## config.mk

```make
export PLATFORM = sky130hd
export DESIGN_NAME = tag_tx_bits_loader
export DESIGN_NICKNAME = d
export VERILOG_FILES = /design/src/rtl/tag_tx_bits_loader.sv
export SDC_FILE = /design/constraint.sdc
export NUM_CORES = 1
export LEC_CHECK = 0
export BUFFER_PORTS_ARGS = -buffer_cell sky130_fd_sc_hd__buf_2
export CORE_ASPECT_RATIO = 0.7
export CORE_MARGIN = 2
export CORE_UTILIZATION = 50
export DETAILED_ROUTE_END_ITERATION = 12
export GPL_TIMING_DRIVEN = 0
export MAX_ROUTING_LAYER = met4
export PLACE_DENSITY = 0.72
export SYNTH_ARGS = -nofsm -noshare
export SYNTH_HDL_FRONTEND = slang
export SYNTH_SLANG_ARGS = --single-unit
```

## constraint.sdc

```tcl
create_clock -name clk -period 4.25 [get_ports clk]
set_input_delay 0.85 -clock clk [delete_from_list [all_inputs] [get_ports clk]]
set_output_delay 0.85 -clock clk [all_outputs]
set_load 0.03 [all_outputs]
```

## src/rtl/tag_tx_bits_loader.sv

```systemverilog
// Packs an MSB-first byte stream into a shadow frame and swaps it into tx_bits at controller frame boundaries.
// Optional TAG_TX_BITS_REPEAT_EN: on underrun, repeat the last frame instead of driving IDLE_PATTERN.
module tag_tx_bits_loader #(
  parameter int                       TX_BITS_WIDTH = 128,
  parameter int                       BIT_CNT_WIDTH = 7,
  parameter logic [TX_BITS_WIDTH-1:0] IDLE_PATTERN  = '0,
  parameter int                       CNT_WIDTH     = 16
) (
  input  logic                     clk,
  input  logic                     reset,
  input  logic [7:0]               s_tdata,
  input  logic                     s_tvalid,
  input  logic                     s_tlast,
  output logic                     s_tready,
  input  logic [BIT_CNT_WIDTH-1:0] ntx_bits_cnt,
  output logic [TX_BITS_WIDTH-1:0] tx_bits,
  output logic                     frame_active,
  output logic                     underrun,
  output logic [CNT_WIDTH-1:0]     frames_sent,
  output logic [CNT_WIDTH-1:0]     underrun_cnt
);

  localparam int NBYTES = TX_BITS_WIDTH / 8;
  localparam int IDX_W  = $clog2(NBYTES) + 1;

  typedef enum logic {FILL, FULL} state_t;

  state_t                   state, state_nxt;
  logic [IDX_W-1:0]         byte_idx;
  logic [TX_BITS_WIDTH-1:0] shadow, shadow_wr;
  logic [BIT_CNT_WIDTH-1:0] prev_cnt;
  logic                     accept, completing, boundary, frame_ready;

  assign s_tready = (state == FILL);

  always_comb begin
    accept      = s_tvalid && (state == FILL);
    completing  = accept && (s_tlast || (byte_idx == IDX_W'(NBYTES - 1)));
    boundary    = (prev_cnt == '1) && (ntx_bits_cnt == '0);
    // A byte that completes the frame on the boundary cycle makes it swappable now.
    frame_ready = (state == FULL) || completing;
    shadow_wr   = shadow;
    for (int i = 0; i < NBYTES; i++) begin
      if (accept && (byte_idx == IDX_W'(i))) begin
        shadow_wr[TX_BITS_WIDTH-1-8*i -: 8] = s_tdata;
      end
    end
    state_nxt = state;
    if (boundary && frame_ready) begin
      state_nxt = FILL;
    end else if (completing) begin
      state_nxt = FULL;
    end
  end

  always_ff @(posedge clk) begin
    if (reset) begin
      state <= FILL;
    end else begin
      state <= state_nxt;
    end
  end

  always_ff @(posedge clk) begin
    if (reset) begin
      tx_bits      <= IDLE_PATTERN;
      frame_active <= 1'b0;
      underrun     <= 1'b0;
      frames_sent  <= '0;
      underrun_cnt <= '0;
      shadow       <= '0;
      byte_idx     <= '0;
      prev_cnt     <= '1;
    end else begin
      prev_cnt <= ntx_bits_cnt;
      underrun <= 1'b0;
      if (boundary && frame_ready) begin
        tx_bits      <= shadow_wr;
        frame_active <= 1'b1;
        frames_sent  <= frames_sent + CNT_WIDTH'(1);
        shadow       <= '0;
        byte_idx     <= '0;
      end else begin
        if (accept) begin
          shadow   <= shadow_wr;
          byte_idx <= byte_idx + IDX_W'(1);
        end
        if (boundary) begin
          underrun <= 1'b1;
          if (underrun_cnt != '1) begin
            underrun_cnt <= underrun_cnt + CNT_WIDTH'(1);
          end
`ifdef TAG_TX_BITS_REPEAT_EN
          // Controller keeps shifting the previous frame.
`else
          tx_bits      <= IDLE_PATTERN;
          frame_active <= 1'b0;
`endif
        end
      end
    end
  end

endmodule

```

==> results.py, run 1 <==
metrics = {
    "route": {
        "ant_nets": 0,
        "avgRoutedWirePerCell_um": 16.2,
        "vias": 8379,
        "drt_iter0_markers": 562,
        "drcViolationCount": 0,
        "vias_per_cell": 5.19,
        "drt_wl_total_mm": 26.1,
        "firstDrtPassIters": 5,
    },
    "power": {
        "p_leak_nw": 5.04,
        "ir_drop_mv": 0.298,
        "power_frac_comb_pct": 3.3,
        "pwr-share-clk_pct": 46.6,
        "seqPwrFrac_pct": 50.2,
        "power.share.switching_pct": 21.2,
        "internal_power_mw": 4.50,
        "power_switching_mw": 1.21,
        "powerDensity_mw_per_mm2": 446,
    },
    "final_layout": {
        "fin_area_sq_mm": 0.0128,
        "final_net_count": 1344,
        "final_cell_mix": "dfxtp_1 (303), nor2_1 (188), buf_2 (183)",
        "regArea_sq_mm": 0.00607,
        "diodes": 0,
        "area_growth_pct": 21.1,
        "drive_gt1_share_pct": 18.6,
        "multi_input_area_sq_mm": 0.00423,
        "fillers": 1817,
        "final_common_cell": "dfxtp_1",
    },
    "global_routing": {
        "grt_max_degree": 16,
        "grt_pass1_vias": 7710,
        "grt_antenna_before_repair": 0,
        "overflow": 0,
        "grt_usage_pct": 23.9,
        "grt_pass1_wl_mm": 41.2,
    },
    "synthesis": {
        "synth_edf_count": 0,
        "syn_inst": 1107,
        "ys_warn_count": 0,
        "ys_ff_latch": 303,
        "yosysSeqAreaShare_pct": 57.4,
        "syn_area_per_cell_sq_um": 9.55,
        "synth.net_count": 1133,
        "synth_area_sq_mm": 0.0106,
        "synth-main-ff-cell": "dfxtp_1",
        "ys_types": 41,
        "async_reset_ff_share_pct": 0,
    },
    "hold_path": {
        "hold_class": "flip-flop to flip-flop",
    },
    "run": {
        "drv_cap": 0,
    },
    "setup_path": {
        "crit_type": "flip-flop to flip-flop",
        "cp_data_required_time_ns": 4.65,
        "cp_top_family": "buffers and inverters",
        "slowest_stage": "buf_1",
        "crit_arrival_ns": 3.97,
        "worstPathCellList": "ha_1 -> and3_1 -> ha_1 -> o21a_1 -> nor2_1 -> nor3_1 -> a21o_1 -> clkbuf_1 -> clkbuf_1 -> buf_1 -> nor2_1",
        "worstSetupEndpointType": "flip-flop",
        "path_buf_inv": 3,
        "crit_fanout": 10,
        "max_stage_delay_ns": 0.50,
        "cp-start-kind": "flip-flop",
    },
    "floorplanning": {
        "boundaryPins": 182,
        "dieWidth_um": 178,
        "die_h_um": 126,
        "die-area_sq_mm": 0.0223,
        "rows": 44,
        "start_util_pct": 50.9,
        "coreArea_sq_mm": 0.0208,
    },
    "cts": {
        "clkTransAtPathRegs_ns": 0.07,
        "cts-root-buf": "clkbuf_16",
        "cts_sinks": 303,
        "clock_latency_ns": 0.54,
        "clk_path_buf_depth": 3,
        "post_cts_buffers": 0,
        "htree_levels": 1,
        "cts_resized": 0,
        "numCtsBuffers": 28,
        "cts_hold_buf": 0,
        "cts_tree": "done",
    },
    "timing": {
        "hold_viol_final": 0,
        "rsz0062_at_grt": "no",
        "setup_violations": 0,
        "maxSlewViolCount": 0,
        "max_freq_mhz": 281,
        "setup_ws_ns": 0.687,
        "period_share_pct": 83.8,
        "final.setup.tns_ns": 0,
        "slew_headroom_pct": 32.5,
        "clock_skew_ns": 0.0135,
        "finalCriticalPeriod_ns": 3.56,
        "tightest_slew_ns": 1.01,
    },
    "run_status": {
        "status": "finished, final reports clean",
    },
    "place": {
        "dpl.hpwl_mm": 18.3,
        "dpl_worst_slack_ns": 0.583,
        "place.port_buffers": 181,
        "gp_congestion": 0.890,
        "placed_area_sq_mm": 0.0118,
    },
}
[tightest hold or removal path, stage by stage (launching register included)]
cell,delay (ns)
dfxtp_1,0.32
nand2_1,0.04
o21ai_0,0.05
[sequential cells by signal, indices dropped and copies added, names as in the netlist]
register,flops
byte_idx,5
underrun,1
frames_sent,16
underrun_cnt,16
shadow,128
tx_bits,128
prev_cnt,7
state,1
frame_active,1
[cell usage after synthesis, types with 5 or more instances]
master | number | area (sq um)
a21oi_1 | 10 | 50.1
and4_1 | 5 | 43.8
buf_1 | 6 | 22.5
clkbuf_1 | 55 | 206
dfxtp_1 | 303 | 6070
ha_1 | 7 | 87.6
inv_1 | 6 | 22.5
mux2_2 | 7 | 78.8
mux2i_1 | 124 | 1240
nand2_1 | 142 | 533
nand3_1 | 20 | 100
nand4_1 | 9 | 56.3
nor2_1 | 188 | 706
nor2b_1 | 8 | 50.1
nor3_1 | 11 | 55.1
nor4_1 | 8 | 50.1
o21ai_0 | 123 | 616
or2_2 | 9 | 56.3
or4_1 | 6 | 45.0
xnor2_1 | 14 | 123
xor2_1 | 8 | 70.1
[power by group through the flow]
| stage | Combinational [mW] | Sequential, mW | Clock, mW |
|---|---|---|---|
| after floorplan | 0.113 | 2.93 | 0 |
| after global placement | 0.183 | 2.93 | 0 |
| after detailed placement | 0.186 | 2.93 | 0 |
| after CTS | 0.186 | 2.87 | 2.69 |
| after global routing | 0.205 | 2.87 | 2.81 |
| final | 0.187 | 2.87 | 2.66 |
[metal layers]
metal	GRT usage, %	vias up	share of wire [%]
li1	-	4159	-
met1	35.9	3930	50
met2	33.2	243	41
met3	4.29	47	6.8
met4	5.54	0	2.2
met5	-	-	0
[final timing paths]
check                           slack [ns]                startpoint  cells past startpoint                        to
worst min-delay path                  0.45  tx_bits[94]$_SDFFE_PP0P_                      2  tx_bits[94]$_SDFFE_PP0P_
worst max-delay path                  0.69  byte_idx[0]$_SDFFE_PP0P_                     11    shadow[8]$_SDFFE_PP0P_
worst min register to register        0.45  tx_bits[94]$_SDFFE_PP0P_                      2  tx_bits[94]$_SDFFE_PP0P_
worst max register to register        0.69  byte_idx[0]$_SDFFE_PP0P_                     11    shadow[8]$_SDFFE_PP0P_
[cell type report]
type                    instances  share of cell area [%]
multi-input cells             734                    33.1
repair buffers                181                    7.08
plain buffers                  64                    1.95
flip-flops and latches        303                    47.4
well taps                     276                    2.70
inverters                       6                   0.176
clock inverters                14                    1.56
clock buffers                  35                    6.08
[logic make-up after synthesis]
logic type	after synthesis	share of synthesized area, %
simple gates	419	16.9
xor+xnor	22	1.82
compound gates	155	8.01
buf+inv	70	2.58
flops	303	57.4
mux	131	12.5
fa+ha+maj	7	0.828
[per-stage QoR]
step	cells	utilization [%]	total power, mW	hold WS, ns
global placement	1564	57.0	3.11	0.429
floorplan	1107	-	3.04	0.450
finish	1613	61.7	5.71	0.449
CTS	1613	61.7	5.74	0.455
global route	1613	61.7	5.88	0.468
detailed placement	1564	57.0	3.12	0.437
(Power assumes the default switching activity.)
==> run 2: changes to the inputs <==
==> constraint.sdc (replaced) <==
create_clock -name clk -period 3.5 [get_ports clk]
set_input_delay 0.7 -clock clk [delete_from_list [all_inputs] [get_ports clk]]
set_output_delay 0.7 -clock clk [all_outputs]
set_load 0.03 [all_outputs]
==> results.py, run 2 (synthesis results as in run 1) <==
metrics = {
    "run_status": {
        "status": "finished, final reports clean",
    },
    "timing": {
        "holdWs_ns": 0.360,
        "clock_skew_ns": 0.00927,
        "tightest_slew_ns": 1.01,
        "setup_ws_ns": 0.393,
        "final.setup.tns_ns": 0,
        "max_freq_mhz": 322,
        "hold_viol_final": 0,
        "maxSlewViolCount": 0,
        "period_share_pct": 88.8,
        "slew_headroom_pct": 32.3,
        "finalCriticalPeriod_ns": 3.11,
        "setup_violations": 0,
        "rsz0062_at_grt": "no",
    },
    "setup_path": {
        "worstPathCellList": "ha_1 -> and3_1 -> ha_1 -> o21a_1 -> nor2_2 -> nor3_1 -> a21o_1 -> clkbuf_2 -> buf_1 -> nor2_1",
        "crit_arrival_ns": 3.51,
        "crit_end": "byte_idx[2]$_SDFFE_PP0P_",
        "cp-start-kind": "flip-flop",
        "slowest_stage": "dfxtp_1",
        "crit_type": "flip-flop to flip-flop",
        "cp_data_required_time_ns": 3.90,
        "reg2reg_to": "byte_idx[2]$_SDFFE_PP0P_",
        "worstSetupEndpointType": "flip-flop",
        "reg2regPathDepth": 10,
        "r2r_slack_ns": 0.39,
        "crit_fanout": 10,
        "worstSetupStartpoint": "byte_idx[0]$_SDFFE_PP0P_",
        "regToRegStartpoint": "byte_idx[0]$_SDFFE_PP0P_",
        "max_stage_delay_ns": 0.44,
        "crit_top_cell": "ha_1",
    },
    "route": {
        "firstDrtPassIters": 5,
        "drt_iter0_markers": 522,
        "vias_per_cell": 5.21,
        "ant_nets": 0,
        "drcViolationCount": 0,
        "avgRoutedWirePerCell_um": 16.2,
        "drt_wl_total_mm": 26.1,
        "vias": 8399,
    },
    "power": {
        "power.share.switching_pct": 21.2,
        "ir_drop_mv": 0.360,
        "power_frac_comb_pct": 3.3,
        "power_switching_mw": 1.47,
        "seqPwrFrac_pct": 50.2,
        "powerDensity_mw_per_mm2": 542,
        "p_leak_nw": 5.04,
        "pwr-share-clk_pct": 46.6,
        "internal_power_mw": 5.46,
        "design_power_total_mw": 6.94,
    },
    "final_layout": {
        "final_common_cell": "dfxtp_1",
        "area_growth_pct": 21.1,
        "drive_gt1_share_pct": 18.9,
        "final_cell_mix": "dfxtp_1 (303), nor2_1 (187), buf_2 (183)",
        "final_cells": 1611,
        "reg_top3": "shadow x128, tx_bits x128",
        "diodes": 0,
        "fin_area_sq_mm": 0.0128,
        "utilization_pct": 61.7,
        "final_net_count": 1342,
    },
    "cts": {
        "cts_hold_buf": 0,
        "cts_tree": "done",
        "cts_sinks": 303,
        "clkTransAtPathRegs_ns": 0.07,
        "numCtsBuffers": 28,
        "cts_resized": 1,
        "clock_latency_ns": 0.54,
        "clk_path_buf_depth": 3,
        "htree_levels": 1,
        "post_cts_buffers": 0,
        "cts-root-buf": "clkbuf_16",
    },
    "floorplanning": {
        "die_h_um": 126,
        "boundaryPins": 182,
        "rows": 44,
        "die-area_sq_mm": 0.0223,
        "start_util_pct": 50.9,
        "coreArea_sq_mm": 0.0208,
        "dieWidth_um": 178,
    },
    "place": {
        "dpl.cell_count": 1564,
        "gp_congestion": 0.890,
        "dpl.hpwl_mm": 18.3,
        "place.port_buffers": 181,
        "dpl_worst_slack_ns": -0.102,
        "placed_area_sq_mm": 0.0118,
    },
    "global_routing": {
        "grt_antenna_before_repair": 0,
        "grt_max_degree": 16,
        "grt_usage_pct": 23.9,
        "grt_pass1_vias": 7710,
        "grt_pass1_wl_mm": 41.2,
        "overflow": 0,
    },
    "run": {
        "drv_cap": 0,
    },
    "hold_path": {
        "hold_class": "input port to flip-flop",
    },
}
==> run 2: final cells by class <==
type	count	area (sq um)
Sequential cell	303	6070
Timing Repair Buffer	181	906
Clock buffer	35	778
Buffer	62	245
Tap cell	276	345
Fill cell	1817	7960
Clock inverter	14	200
Inverter	6	22.5
Multi-Input combinational cell	734	4240
==> run 2: power by group through the flow <==
stage / Sequential [mW] / Clock (mW) / Combinational, mW
final: 3.48 / 3.23 / 0.227
after global routing: 3.48 / 3.42 / 0.250
after CTS: 3.48 / 3.27 / 0.227
after detailed placement: 3.56 / 0 / 0.225
after global placement: 3.56 / 0 / 0.222
after floorplan: 3.55 / 0 / 0.137
==> run 2: worst min-delay path by stage <==
stage | startpoint | to | slack, ns | cells after the start
after floorplan | shadow[100]$_SDFFE_PP0P_ | shadow[100]$_SDFFE_PP0P_ | 0.45 | 2
after global placement | tx_bits[50]$_SDFFE_PP0P_ | tx_bits[50]$_SDFFE_PP0P_ | 0.43 | 2
after detailed placement | tx_bits[38]$_SDFFE_PP0P_ | tx_bits[38]$_SDFFE_PP0P_ | 0.44 | 2
after CTS | ntx_bits_cnt[1] | prev_cnt[1]$_SDFF_PP1_ | 0.34 | 2
after global routing | ntx_bits_cnt[1] | prev_cnt[1]$_SDFF_PP1_ | 0.35 | 2
final | ntx_bits_cnt[1] | prev_cnt[1]$_SDFF_PP1_ | 0.36 | 2
==> run 2: routing by layer <==
metal,wire [um],global-route usage [%],up-vias
li1,-,-,4157
met1,13100,35.9,3951
met2,10700,33.2,249
met3,1790,4.29,42
met4,549,5.54,0
met5,0,-,-
==> run 2: critical path: cells and delay by family, from the launching register on <==
family                     cells  cell delay (ns)
AOI/OAI and AO/OA              2             0.72
buffers and inverters          2             0.76
and+or+nand+nor                4             0.67
DFF                            1             0.44
adders and majority gates      2             0.36
